--- config.mk ---
export PLATFORM = sky130hd
export DESIGN_NAME = mem_1rw_arbiter
export DESIGN_NICKNAME = d
export VERILOG_FILES = /design/src/rtl/mem_1rw_arbiter.sv
export SDC_FILE = /design/constraint.sdc
export NUM_CORES = 1
export LEC_CHECK = 0
export ABC_AREA = 1
export BUFFER_PORTS_ARGS = -buffer_cell sky130_fd_sc_hd__buf_4
export CAP_MARGIN = 5
export CORE_AREA = 2 2 137 139
export CTS_BUF_LIST = sky130_fd_sc_hd__clkbuf_8
export DETAILED_ROUTE_END_ITERATION = 8
export DIE_AREA = 0 0 139 141
export GPL_TIMING_DRIVEN = 0
export PLACE_DENSITY = 0.53
export SLEW_MARGIN = 10
export SYNTH_ARGS = -nofsm -noshare
export SYNTH_HDL_FRONTEND = slang
export SYNTH_SLANG_ARGS = --single-unit
--- constraint.sdc ---
create_clock -name clock -period 3.05 [get_ports clock]
set_input_delay 0.305 -clock clock [delete_from_list [all_inputs] [get_ports clock]]
set_output_delay 0.305 -clock clock [all_outputs]
set_load 0.03 [all_outputs]
--- src/rtl/mem_1rw_arbiter.sv ---
// Round-robin arbiter sharing one single-port, 1-cycle-latency RAM among NREQ requesters.
// Zero-fills the RAM after reset, then serves one access per cycle with a registered response.
module mem_1rw_arbiter #(
  parameter int NREQ   = 2,
  parameter int DEPTH  = 48,
  parameter int ADDR_W = 6,
  parameter int DATA_W = 64
) (
  input  logic                   clock,
  input  logic                   reset,
  input  logic [NREQ-1:0]        req_valid,
  output logic [NREQ-1:0]        req_ready,
  input  logic [NREQ*ADDR_W-1:0] req_addr,
  input  logic [NREQ-1:0]        req_wmode,
  input  logic [NREQ*DATA_W-1:0] req_wdata,
  output logic [NREQ-1:0]        resp_valid,
  output logic [NREQ-1:0]        resp_err,
  output logic [DATA_W-1:0]      resp_rdata,
  output logic                   init_done,
  output logic [ADDR_W-1:0]      RW0_addr,
  output logic                   RW0_en,
  output logic                   RW0_clk,
  output logic                   RW0_wmode,
  output logic [DATA_W-1:0]      RW0_wdata,
  input  logic [DATA_W-1:0]      RW0_rdata
);

  localparam int PTR_W = (NREQ > 1) ? $clog2(NREQ) : 1;

  typedef enum logic {ST_INIT, ST_RUN} state_e;

  state_e            r_state;
  state_e            w_state_nxt;
  logic [ADDR_W-1:0] r_init_cnt;
  logic [PTR_W-1:0]  r_ptr;
  logic [NREQ-1:0]   r_resp_valid;
  logic [NREQ-1:0]   r_resp_err;
  logic              r_resp_rd;

  logic              w_any;
  logic [PTR_W-1:0]  w_gnt;
  logic [PTR_W-1:0]  w_idx;
  logic [NREQ-1:0]   w_gnt_oh;
  logic [ADDR_W-1:0] w_addr;
  logic              w_wmode;
  logic [DATA_W-1:0] w_wdata;
  logic              w_in_range;
  logic              w_accept;
  logic              w_init_last;

  // Rotating-priority search: first valid requester at or after the pointer.
  // NOTE: every combinational output gets a default first so no latch is inferred.
  always_comb begin
    w_any = 1'b0;
    w_gnt = '0;
    w_idx = '0;
    for (int k = 0; k < NREQ; k++) begin
      w_idx = PTR_W'((int'(r_ptr) + k) % NREQ);
      if (!w_any && req_valid[w_idx]) begin
        w_any = 1'b1;
        w_gnt = w_idx;
      end
    end
  end

  assign w_gnt_oh    = NREQ'(1) << w_gnt;
  assign w_addr      = req_addr[int'(w_gnt)*ADDR_W +: ADDR_W];
  assign w_wmode     = req_wmode[w_gnt];
  assign w_wdata     = req_wdata[int'(w_gnt)*DATA_W +: DATA_W];
  assign w_in_range  = int'(w_addr) < DEPTH;
  assign w_init_last = int'(r_init_cnt) == DEPTH - 1;
  // Nothing is accepted in the reset cycle, so no request is silently lost.
  assign w_accept    = (r_state == ST_RUN) && w_any && !reset;

  // NOTE: sequential state uses non-blocking assignments only.
  always_ff @(posedge clock) begin
    if (reset) r_state <= ST_INIT;
    else       r_state <= w_state_nxt;
  end

  always_comb begin
    w_state_nxt = r_state;
    case (r_state)
      ST_INIT: if (w_init_last) w_state_nxt = ST_RUN;
      ST_RUN:  w_state_nxt = ST_RUN;
      default: w_state_nxt = ST_INIT;
    endcase
  end

  always_comb begin
    req_ready = '0;
    RW0_en    = 1'b0;
    RW0_wmode = 1'b0;
    RW0_addr  = w_addr;
    RW0_wdata = w_wdata;
    case (r_state)
      ST_INIT: begin
        RW0_en    = !reset;
        RW0_wmode = 1'b1;
        RW0_addr  = r_init_cnt;
        RW0_wdata = '0;
      end
      ST_RUN: begin
        req_ready = w_accept ? w_gnt_oh : '0;
        RW0_en    = w_accept && w_in_range;
        RW0_wmode = w_wmode;
      end
      default: ;
    endcase
  end

  always_ff @(posedge clock) begin
    if (reset) begin
      r_init_cnt   <= '0;
      r_ptr        <= '0;
      r_resp_valid <= '0;
      r_resp_err   <= '0;
      r_resp_rd    <= 1'b0;
    end else begin
      if (r_state == ST_INIT) r_init_cnt <= r_init_cnt + 1'b1;
      if (w_accept) r_ptr <= (int'(w_gnt) == NREQ - 1) ? '0 : w_gnt + 1'b1;
      r_resp_valid <= w_accept ? w_gnt_oh : '0;
      r_resp_err   <= (w_accept && !w_in_range) ? w_gnt_oh : '0;
      r_resp_rd    <= w_accept && w_in_range && !w_wmode;
    end
  end

  // A response already registered when reset arrives is suppressed, not delivered.
  assign resp_valid = r_resp_valid & {NREQ{!reset}};
  assign resp_err   = r_resp_err & {NREQ{!reset}};
  assign resp_rdata = (r_resp_rd && !reset) ? RW0_rdata : '0;
  assign init_done  = r_state == ST_RUN;
  assign RW0_clk    = clock;

endmodule

* Word-level counts from Yosys, hierarchy flattened
Index checks and enable logic that the tools add are counted.
** Word-level totals
- Register bits after elaboration :: 13
- Latch bits :: 0
- RAM bits :: 0
- Memory bits (read-only) :: 0
- Word-level logic and storage cells :: 54
- Memories kept :: 0
** Operators by class
- Add/sub/neg operators :: 3
- $mul :: 1
- Div/mod/pow operators :: 0
- $lt $le $gt $ge :: 4
- Equal/unequal tests :: 1
- Shift operators :: 3
- Muxes and demuxes :: 20
- Bitwise operators :: 4
- Reductions and logical operators :: 12
** Operators with widths (number)
- 64-bit 2-to-1 mux :: 2
- 128-bit by 8-bit indexed part select with 64-bit output :: 1
- 1-bit 2-to-1 mux :: 12
- 12-bit by 5-bit indexed part select with 6-bit output :: 1
- 1-bit logical AND :: 7
- 6-bit by 1-bit adder with 6-bit output, second input constant :: 1
- 6-bit == test, second input constant :: 1
- 1-bit by 2-bit < comparator with 1-bit output, second input constant :: 3
- 6-bit < comparator, second input constant :: 1
- 6-bit 2-to-1 mux :: 1
- 1-bit case mux with 2 select lines :: 3
- 2-bit bitwise AND :: 2
- 1-bit zero test :: 4
- 2-bit 2-to-1 mux :: 2
- 1-bit by 2-bit multiplier with 3-bit output, second input constant :: 1
- 1-bit adder, second input constant :: 2
- 1-bit NOT :: 2
- 2-bit OR reduction :: 1
- 1-bit by 1-bit << shifter with 2-bit output, first input constant :: 1

* Depth between registers and ports, before layout
Gate-level depths: netlist of the first run.
- Depth after elaboration :: 13
- Mapped depth :: 9
- Mapped depth without buffers :: 8

==> results.py, run 1 <==
metrics = {
    "synth": {
        "yosysWarnings": 0,
        "synth_area_per_cell_um2": 4.85,
        "synth_async_sr_flop_share_pct": 0,
        "synth-edff-count": 0,
        "yosys-top-cells-count": "nor2_1 (212), inv_1 (79), o21ai_0 (70)",
        "synth.most_common_cell": "nor2_1",
        "synth_top_area_share_pct": 35.7,
        "syn_nets": 671,
        "synth_area_leaders": "nor2_1 (36%), o21ai_0 (16%), inv_1 (13%)",
        "synth_ff_type": "dfxtp_1",
        "syn_inst": 460,
        "synthDistinctLibCells": 21,
        "ys_ff_latch": 13,
        "yosysSeqAreaShare_pct": 11.7,
        "synth_area_um2": 2230,
        "synth_top_area_cell": "nor2_1",
    },
    "clocking": {
        "holdBufCountCts": 0,
        "post_cts_resize_count": 0,
        "clk_latency_ns": 0.35,
        "post-cts-setup-buffer-count": 0,
        "cts_tree": "built",
        "clk_pin_slew_ns": 0.05,
    },
    "floorplan": {
        "core-area_um2": 18300,
        "ios": 354,
        "die-area_um2": 19600,
        "die_height_um": 141,
        "fp.dieW_um": 139,
        "num_rows": 50,
        "start_util_pct": 12.2,
    },
    "final_layout": {
        "nFillCells": 2071,
        "n_antenna_cell": 0,
        "nNetsFinal": 1031,
        "drive_above_1_share_pct": 48.2,
        "syn_to_final_growth_pct": 136,
    },
    "critical_path": {
        "crit_path_start": "clock",
        "r2r_start": "r_ptr",
        "end_kind": "output port",
        "cp.arrival_ns": 2.02,
        "crit_fanout": 2,
        "crit_type": "clk2out",
        "cp.required_ns": 2.74,
        "start_kind": "clock port",
    },
    "pwr": {
        "combPwrFrac_pct": 40.1,
        "p_seq_share_pct": 21.1,
        "clkPwrFrac_pct": 38.8,
        "peakVddDrop_mv": 0.301,
        "power.switching_mw": 0.244,
        "leakage_nw": 3.08,
        "p_int_mw": 0.591,
        "switching_share_pct": 29.2,
        "p_per_area_nw_per_um2": 159,
    },
    "global_routing": {
        "grt_pass1_vias": 3776,
        "track_usage_pct": 12.0,
        "antenna_found_initial": 0,
        "grt-ovfl-total": 0,
        "grt_start_max_net_pins": 11,
        "grt_pass1_wl_mm": 19.3,
    },
    "timing": {
        "whs_ns": 0.154,
        "slew_headroom_pct": 73.7,
        "finalClockSkew_ns": 0.00279,
        "tightest_slew_ns": 0.391,
        "rsz0062_at_grt": "false",
        "slew_violations": 0,
        "finalHoldViolations": 0,
        "fin_tns_setup_ns": 0,
        "setup_viol": 0,
    },
    "hold_path": {
        "hold_start": "reset",
        "min_path_type": "in2reg",
    },
    "route": {
        "via_per_inst": 3.76,
        "dr.pass1.iters": 4,
        "wl_mm": 12.9,
        "drc_errors": 0,
        "dr.first_iter.drc_count": 123,
        "avgRoutedWirePerCell_um": 12.2,
        "ant_nets": 0,
        "dr_total_vias": 3958,
    },
    "placement": {
        "io_buffers": 352,
        "gp_congestion": 0.813,
        "dp_hpwl_mm": 11.0,
    },
    "flow_run": {
        "cap_viol_max_count": 0,
    },
    "outcome": {
        "outcome": "completed",
    },
}
## critical path: stages
cell      delay [ns]
clkbuf_8        0.11
clkbuf_8        0.12
buf_4           0.12
buf_4           0.15
## state kept, by name, summed over array words and instances (netlist names)
register and flops:
r_resp_rd 1, r_resp_err 2, r_ptr 1, init_done 1
r_init_cnt 6, r_resp_valid 2
## power by group through the flow
stage | logic (mW) | registers, mW | clock network [mW]
6_report | 0.334 | 0.176 | 0.324
5_1_grt | 0.369 | 0.177 | 0.345
4_1_cts | 0.338 | 0.176 | 0.329
3_5_place_dp | 0.337 | 0.180 | 0.0675
3_3_place_gp | 0.335 | 0.180 | 0.0675
2_1_floorplan | 0.104 | 0.179 | 0.0491
## final timing paths
kind                         to  slack (ns)  cells past startpoint
setup / recovery        RW0_clk        0.72                      4
hold / removal    r_init_cnt[0]        0.15                      2
setup reg to reg      r_resp_rd        1.85                      8
hold reg to reg           r_ptr        0.48                      2
## logic make-up (layout without fill, tap and decap cells)
group	count (synthesis)	in the layout	share of synthesized area (%)
AND/OR/NAND/NOR	251	251	44.2
buffers and inverters	114	473	25.2
AO/OA/AOI/OAI	81	81	18.4
flip-flops	13	13	11.7
adder cells (fa/ha/maj)	1	1	0.561
## cell usage in the layout, fill, tap and decap left out, drive strengths merged
master    n
buf     377
clkbuf   13
ha        1
a21oi     6
dfxtp    13
o22ai     2
nand3b    1
nor3      3
inv      83
nand2    27
o31ai     1
nor2    214
nand3     6
o21ai    72
## cell type report
type,count,area [µm²],area share (%)
repair buffers,351,2640,50.2
plain buffers,32,254,4.84
multi-input cells,333,1410,26.8
clock buffers,7,90.1,1.72
clock inverters,1,3.75,0.0715
inverters,82,308,5.86
well taps,234,293,5.58
flip-flops and latches,13,260,4.96
## per-stage QoR
step / instances / instance area, µm² / total power [mW] / util (%) / setup WS, ns
finish: 1053 / 5250 / 0.835 / 28.7 / 0.724
global route: 1053 / 5250 / 0.891 / 28.7 / 0.592
CTS: 1053 / 5250 / 0.843 / 28.7 / 0.718
detailed placement: 1046 / 5160 / 0.584 / 28.3 / 0.962
global placement: 1046 / 5160 / 0.582 / 28.3 / 0.962
floorplan: 460 / 2230 / 0.332 / - / 1.08
## per-layer routing
metal  wire length (µm)  vias up  global-route usage (%)
li1                   -     2084                       -
met1               5430     1649                    14.9
met2               6220      213                    21.5
met3               1100       12                    2.72
met4                131        0                    2.07
met5                  0        -                       0
(Power assumes the default switching activity.)
==> run 2, diff against run 1 <==
Settings changed: PLACE_DENSITY 0.53 to 0.55.
Clock period 3.05 ns to 1.9 ns, I/O delays scaled along.
==> run 2 against run 1 <==
Compared with the run above:
- clock skew fell by 0.0021 ns
- global-route usage grew 0.75 points
- cell count up 0.28%
- combinational power is 74% higher
- highest routed layer unchanged
- count of clock-buffer cells in the layout is the same
- via count grew 2.4%
- sequential cell count did not move
- non-clock buffer count rose by 3
- first-iteration DRC count increased by 2.4%
- register-to-register slack worse by 1.1 ns
==> results.py, run 2 (synthesized netlist as in run 1, its figures left out) <==
metrics = {
    "floorplan": {
        "die-area_um2": 19600,
        "num_rows": 50,
        "core-area_um2": 18300,
        "die_height_um": 141,
        "start_util_pct": 12.2,
        "fp.dieW_um": 139,
        "ios": 354,
    },
    "final_layout": {
        "finalNonFillerCells": 1056,
        "top_register": "r_init_cnt",
        "final_cell_mix": "buf_4 (357), nor2_1 (211), inv_1 (80)",
        "drive_above_1_share_pct": 50.1,
        "largest_reg_flops": 6,
        "reg.largest.list": "r_init_cnt: 6 flops, r_resp_err: 2 flops, r_resp_valid: 2 flops",
        "syn_to_final_growth_pct": 144,
        "nNetsFinal": 1034,
        "utilization_pct": 29.7,
        "final_common_cell": "buf_4",
        "design_area_um2": 5430,
        "n_antenna_cell": 0,
    },
    "critical_path": {
        "rrSetupSlack_ns": 0.71,
        "end_kind": "output port",
        "crit_type": "reg2out",
        "cp.required_ns": 1.71,
        "start_kind": "register",
        "crit_fanout": 10,
        "cp.arrival_ns": 1.64,
    },
    "route": {
        "ant_nets": 0,
        "dr.first_iter.drc_count": 126,
        "dr_total_vias": 4052,
        "wl_mm": 13.7,
        "dr.pass1.iters": 4,
        "avgRoutedWirePerCell_um": 13.0,
        "drc_errors": 0,
        "via_per_inst": 3.84,
    },
    "placement": {
        "dp_cells": 1046,
        "dpl_worst_slack_ns": 0.0206,
        "io_buffers": 352,
        "dp_hpwl_mm": 11.7,
        "gp_congestion": 0.828,
        "postPlaceCellArea_um2": 5160,
    },
    "pwr": {
        "peakVddDrop_mv": 0.565,
        "leakage_nw": 3.16,
        "total_power_mw": 1.39,
        "p_per_area_nw_per_um2": 256,
    },
    "clocking": {
        "clk_pin_slew_ns": 0.06,
        "cts_tree": "built",
        "holdBufCountCts": 0,
        "clk_latency_ns": 0.35,
    },
    "timing": {
        "setup_viol": 0,
        "whs_ns": 0.0399,
        "fin_tns_setup_ns": 0,
        "slew_violations": 0,
        "rsz0062_at_grt": "false",
        "fin_crit_sh_pct": 96.2,
        "min_period_ns": 1.83,
        "finalClockSkew_ns": 0.000655,
        "finalHoldViolations": 0,
        "worst_slack_ns": 0.0718,
        "slew_headroom_pct": 78.8,
        "tightest_slew_ns": 0.317,
        "fmax_ghz": 0.547,
    },
    "global_routing": {
        "antenna_found_initial": 0,
        "grt_pass1_vias": 3866,
        "track_usage_pct": 12.8,
        "grt-ovfl-total": 0,
        "grt_pass1_wl_mm": 20.3,
        "grt_start_max_net_pins": 11,
    },
    "hold_path": {
        "min_path_type": "in2reg",
    },
    "flow_run": {
        "cap_viol_max_count": 0,
    },
    "outcome": {
        "outcome": "completed",
    },
}
run 2: cell types whose count changed in the layout (fill, tap and decap cells not counted), moves of 3 or more:
cell | previous run | this run
clkbuf_1 | 7 | 0
o21ai_2 | 0 | 5
buf_12 | 0 | 3
clkbuf_2 | 0 | 3
clkbuf_16 | 0 | 3
o21ai_1 | 2 | 19
buf_6 | 16 | 10
clkbuf_4 | 0 | 5
buf_4 | 353 | 357
buf_2 | 8 | 4
o21ai_0 | 70 | 48
run 2: path summary, 6_finish.rpt:
| check | endpoint | startpoint | depth (start not counted) |
|---|---|---|---|
| setup / recovery | RW0_wdata[0] | r_ptr | 8 |
| setup reg to reg | r_resp_err[1] | r_ptr | 8 |
| hold / removal | r_init_cnt[0] | reset | 2 |
| hold reg to reg | init_done | r_init_cnt[5] | 2 |
run 2: worst max-delay path: stages, from the launching register on:
cell and delay [ns]:
dfxtp_1 0.31, inv_2 0.07, nand2_4 0.07, nand2_8 0.11
buf_12 0.13, buf_12 0.14, o21ai_1 0.06, nor2_1 0.19
buf_4 0.21
run 2: final cells by class:
class / instances / area (µm²)
Inverter: 82 / 313
Timing Repair Buffer: 356 / 2730
Buffer: 30 / 298
Tap cell: 234 / 293
Clock buffer: 7 / 90.1
Sequential cell: 13 / 260
Fill cell: 2073 / 12800
Clock inverter: 1 / 3.75
Multi-Input combinational cell: 333 / 1450
run 2: metal layers:
layer | track usage, % | part of all wire (%) | vias to the layer above
li1 | - | - | 2094
met2 | 23.2 | 50 | 222
met3 | 2.82 | 8.6 | 16
met1 | 15.4 | 41 | 1720
met4 | 2.55 | 1.1 | 0
met5 | 0 | 0 | -
run 2: power by group:
| group | leakage (nW) | internal [mW] | switching, mW |
|---|---|---|---|
| logic | 3.00 | 0.369 | 0.213 |
| registers | 0.105 | 0.278 | 0.00510 |
| clock network | 0.0581 | 0.329 | 0.195 |
| total | 3.16 | 0.976 | 0.412 |
run 2: repair_timing:
item                       4_1_cts  5_1_grt
pin swaps                        2        5
setup endpoints to repair       64       51
setup buffers                    0        2
resized for setup               19       40
gates cloned                     0        3
==> run 3, diff against run 2 <==
Settings changed: CORE_AREA 2 2 137 139 to 2 2 138 140, DIE_AREA 0 0 139 141 to 0 0 140 142, PLACE_DENSITY 0.55 to 0.53.
Clock period 1.9 ns to 1.91 ns, I/O delays scaled along.
==> run 3 against run 2 <==
Compared with the run above:
- the run now ends with DRC left
- non-clock buffer count shrank 3
- combinational power decreased by 3.8%
- critical path type unchanged
- core utilization fell by 0.82 points
- clock skew grew 0.0056 ns
==> results.py, run 3 (synthesized netlist as in run 1, its figures left out) <==
metrics = {
    "pwr": {
        "p_seq_share_pct": 20.5,
        "peakVddDrop_mv": 0.694,
        "switching_share_pct": 30.2,
        "p_int_mw": 0.957,
        "combPwrFrac_pct": 40.9,
        "power.switching_mw": 0.413,
        "clkPwrFrac_pct": 38.6,
        "leakage_nw": 3.13,
        "p_per_area_nw_per_um2": 257,
    },
    "outcome": {
        "violations": "DRC",
        "outcome": "finished, violations left",
    },
    "final_layout": {
        "final_cell_mix": "buf_4 (355), nor2_1 (211), inv_1 (80)",
        "top_register": "r_init_cnt",
        "n_antenna_cell": 0,
        "reg.largest.list": "r_init_cnt: 6 flops, r_resp_err: 2 flops, r_resp_valid: 2 flops",
        "largest_reg_flops": 6,
        "utilization_pct": 28.9,
        "syn_to_final_growth_pct": 139,
        "drive_above_1_share_pct": 49.3,
        "design_area_um2": 5340,
        "nNetsFinal": 1031,
        "final_common_cell": "buf_4",
    },
    "timing": {
        "slew_headroom_pct": 78.5,
        "rsz0062_at_grt": "true",
        "finalHoldViolations": 0,
        "fin_crit_sh_pct": 98.3,
        "tightest_slew_ns": 0.321,
        "finalClockSkew_ns": 0.00624,
        "min_period_ns": 1.88,
        "slew_violations": 0,
        "fmax_ghz": 0.533,
        "setup_viol": 0,
    },
    "floorplan": {
        "die_height_um": 142,
        "start_util_pct": 12.1,
        "ios": 354,
        "core-area_um2": 18500,
        "fp.dieW_um": 140,
        "die-area_um2": 19900,
        "num_rows": 50,
    },
    "global_routing": {
        "grt_pass1_vias": 3961,
        "grt_start_max_net_pins": 11,
        "grt_pass1_wl_mm": 21.5,
        "grt-ovfl-total": 0,
        "antenna_found_initial": 0,
        "track_usage_pct": 13.9,
    },
    "route": {
        "highest_layer": "met4",
        "ant_nets": 0,
        "wl_mm": 14.8,
        "drc_errors": 25,
        "wl_met3_mm": 1.48,
        "via_per_inst": 3.81,
        "wl_met1_mm": 5.90,
        "dr.first_iter.drc_count": 223,
        "dr.pass1.iters": 9,
        "avgRoutedWirePerCell_um": 14.1,
        "wl_met2_mm": 7.32,
        "dr_total_vias": 4017,
    },
    "placement": {
        "postPlaceCellArea_um2": 5160,
        "dp_hpwl_mm": 12.8,
        "gp_congestion": 0.833,
        "io_buffers": 352,
    },
    "critical_path": {
        "max_stage_delay_ns": 0.31,
        "crit_slowest_cell": "dfxtp_1",
        "cp.required_ns": 1.72,
        "rrSetupSlack_ns": 0.70,
        "cp.arrival_ns": 1.69,
        "cp_cell_sequence": "inv_2 > nand2_2 > nand2_4 > buf_12 > buf_6 > o21ai_0 > nor2_1 > buf_4",
        "start_kind": "register",
        "end_kind": "output port",
        "crit_type": "reg2out",
        "crit_fanout": 10,
    },
    "clocking": {
        "cts_tree": "built",
        "clk_latency_ns": 0.35,
        "post-cts-setup-buffer-count": 0,
        "clk_pin_slew_ns": 0.06,
    },
    "flow_run": {
        "cap_viol_max_count": 0,
    },
    "hold_path": {
        "min_path_type": "in2reg",
    },
}
==> run 3: power groups by stage <==
stage	registers [mW]	logic (mW)	clock network (mW)
2_1_floorplan	0.286	0.166	0.0784
3_3_place_gp	0.287	0.544	0.108
3_5_place_dp	0.287	0.546	0.108
4_1_cts	0.281	0.557	0.538
5_1_grt	0.282	0.616	0.556
6_report	0.281	0.560	0.528
==> run 3: layer usage <==
metal / up-vias / global-route usage [%]
li1: 2087 / -
met1: 1710 / 16.0
met2: 206 / 25.7
met3: 14 / 4.27
met4: 0 / 2.29
met5: - / 0
==> run 3: stage by stage <==
stage	TNS (ns)	std cells	worst slack [ns]	hold slack, ns	total power [mW]
finish	0	1053	0.0330	0.0479	1.37
global route	-0.275	1053	-0.0517	0.0453	1.45
CTS	0	1053	0.00571	0.0422	1.38
detailed placement	0	1046	0.158	0.405	0.941
global placement	0	1046	0.173	0.402	0.939
floorplan	0	460	0.239	0.323	0.531
==> run 3: final timing paths <==
check	startpoint	to	depth (start not counted)
min reg2reg	r_ptr	r_ptr	2
max reg2reg	r_ptr	r_resp_rd	9
max	r_ptr	RW0_wdata[0]	8
min	reset	r_init_cnt[0]	2
==> run 3: cell type report <==
type | count | area [µm²]
clock inverters | 1 | 3.75
clock buffers | 7 | 90.1
well taps | 234 | 293
plain buffers | 32 | 312
flip-flops and latches | 13 | 260
fillers | 2125 | 13100
inverters | 82 | 313
repair buffers | 351 | 2640
multi-input cells | 333 | 1430
==> run 3: timing repair <==
action | in CTS | in global routing
gates resized for setup | 16 | 19
endpoints found under the hold margin | 0 | 0
hold buffers | 0 | 0
setup endpoints to repair | 67 | 33
pin swaps | 2 | 2
==> run 3: worst max-delay path, delay by kind of cell (launching register included) <==
kind / cells / cell delay (ns)
AO/OA/AOI/OAI: 1 / 0.08
buffers and inverters: 4 / 0.58
flip-flops: 1 / 0.31
AND/OR/NAND/NOR: 3 / 0.34
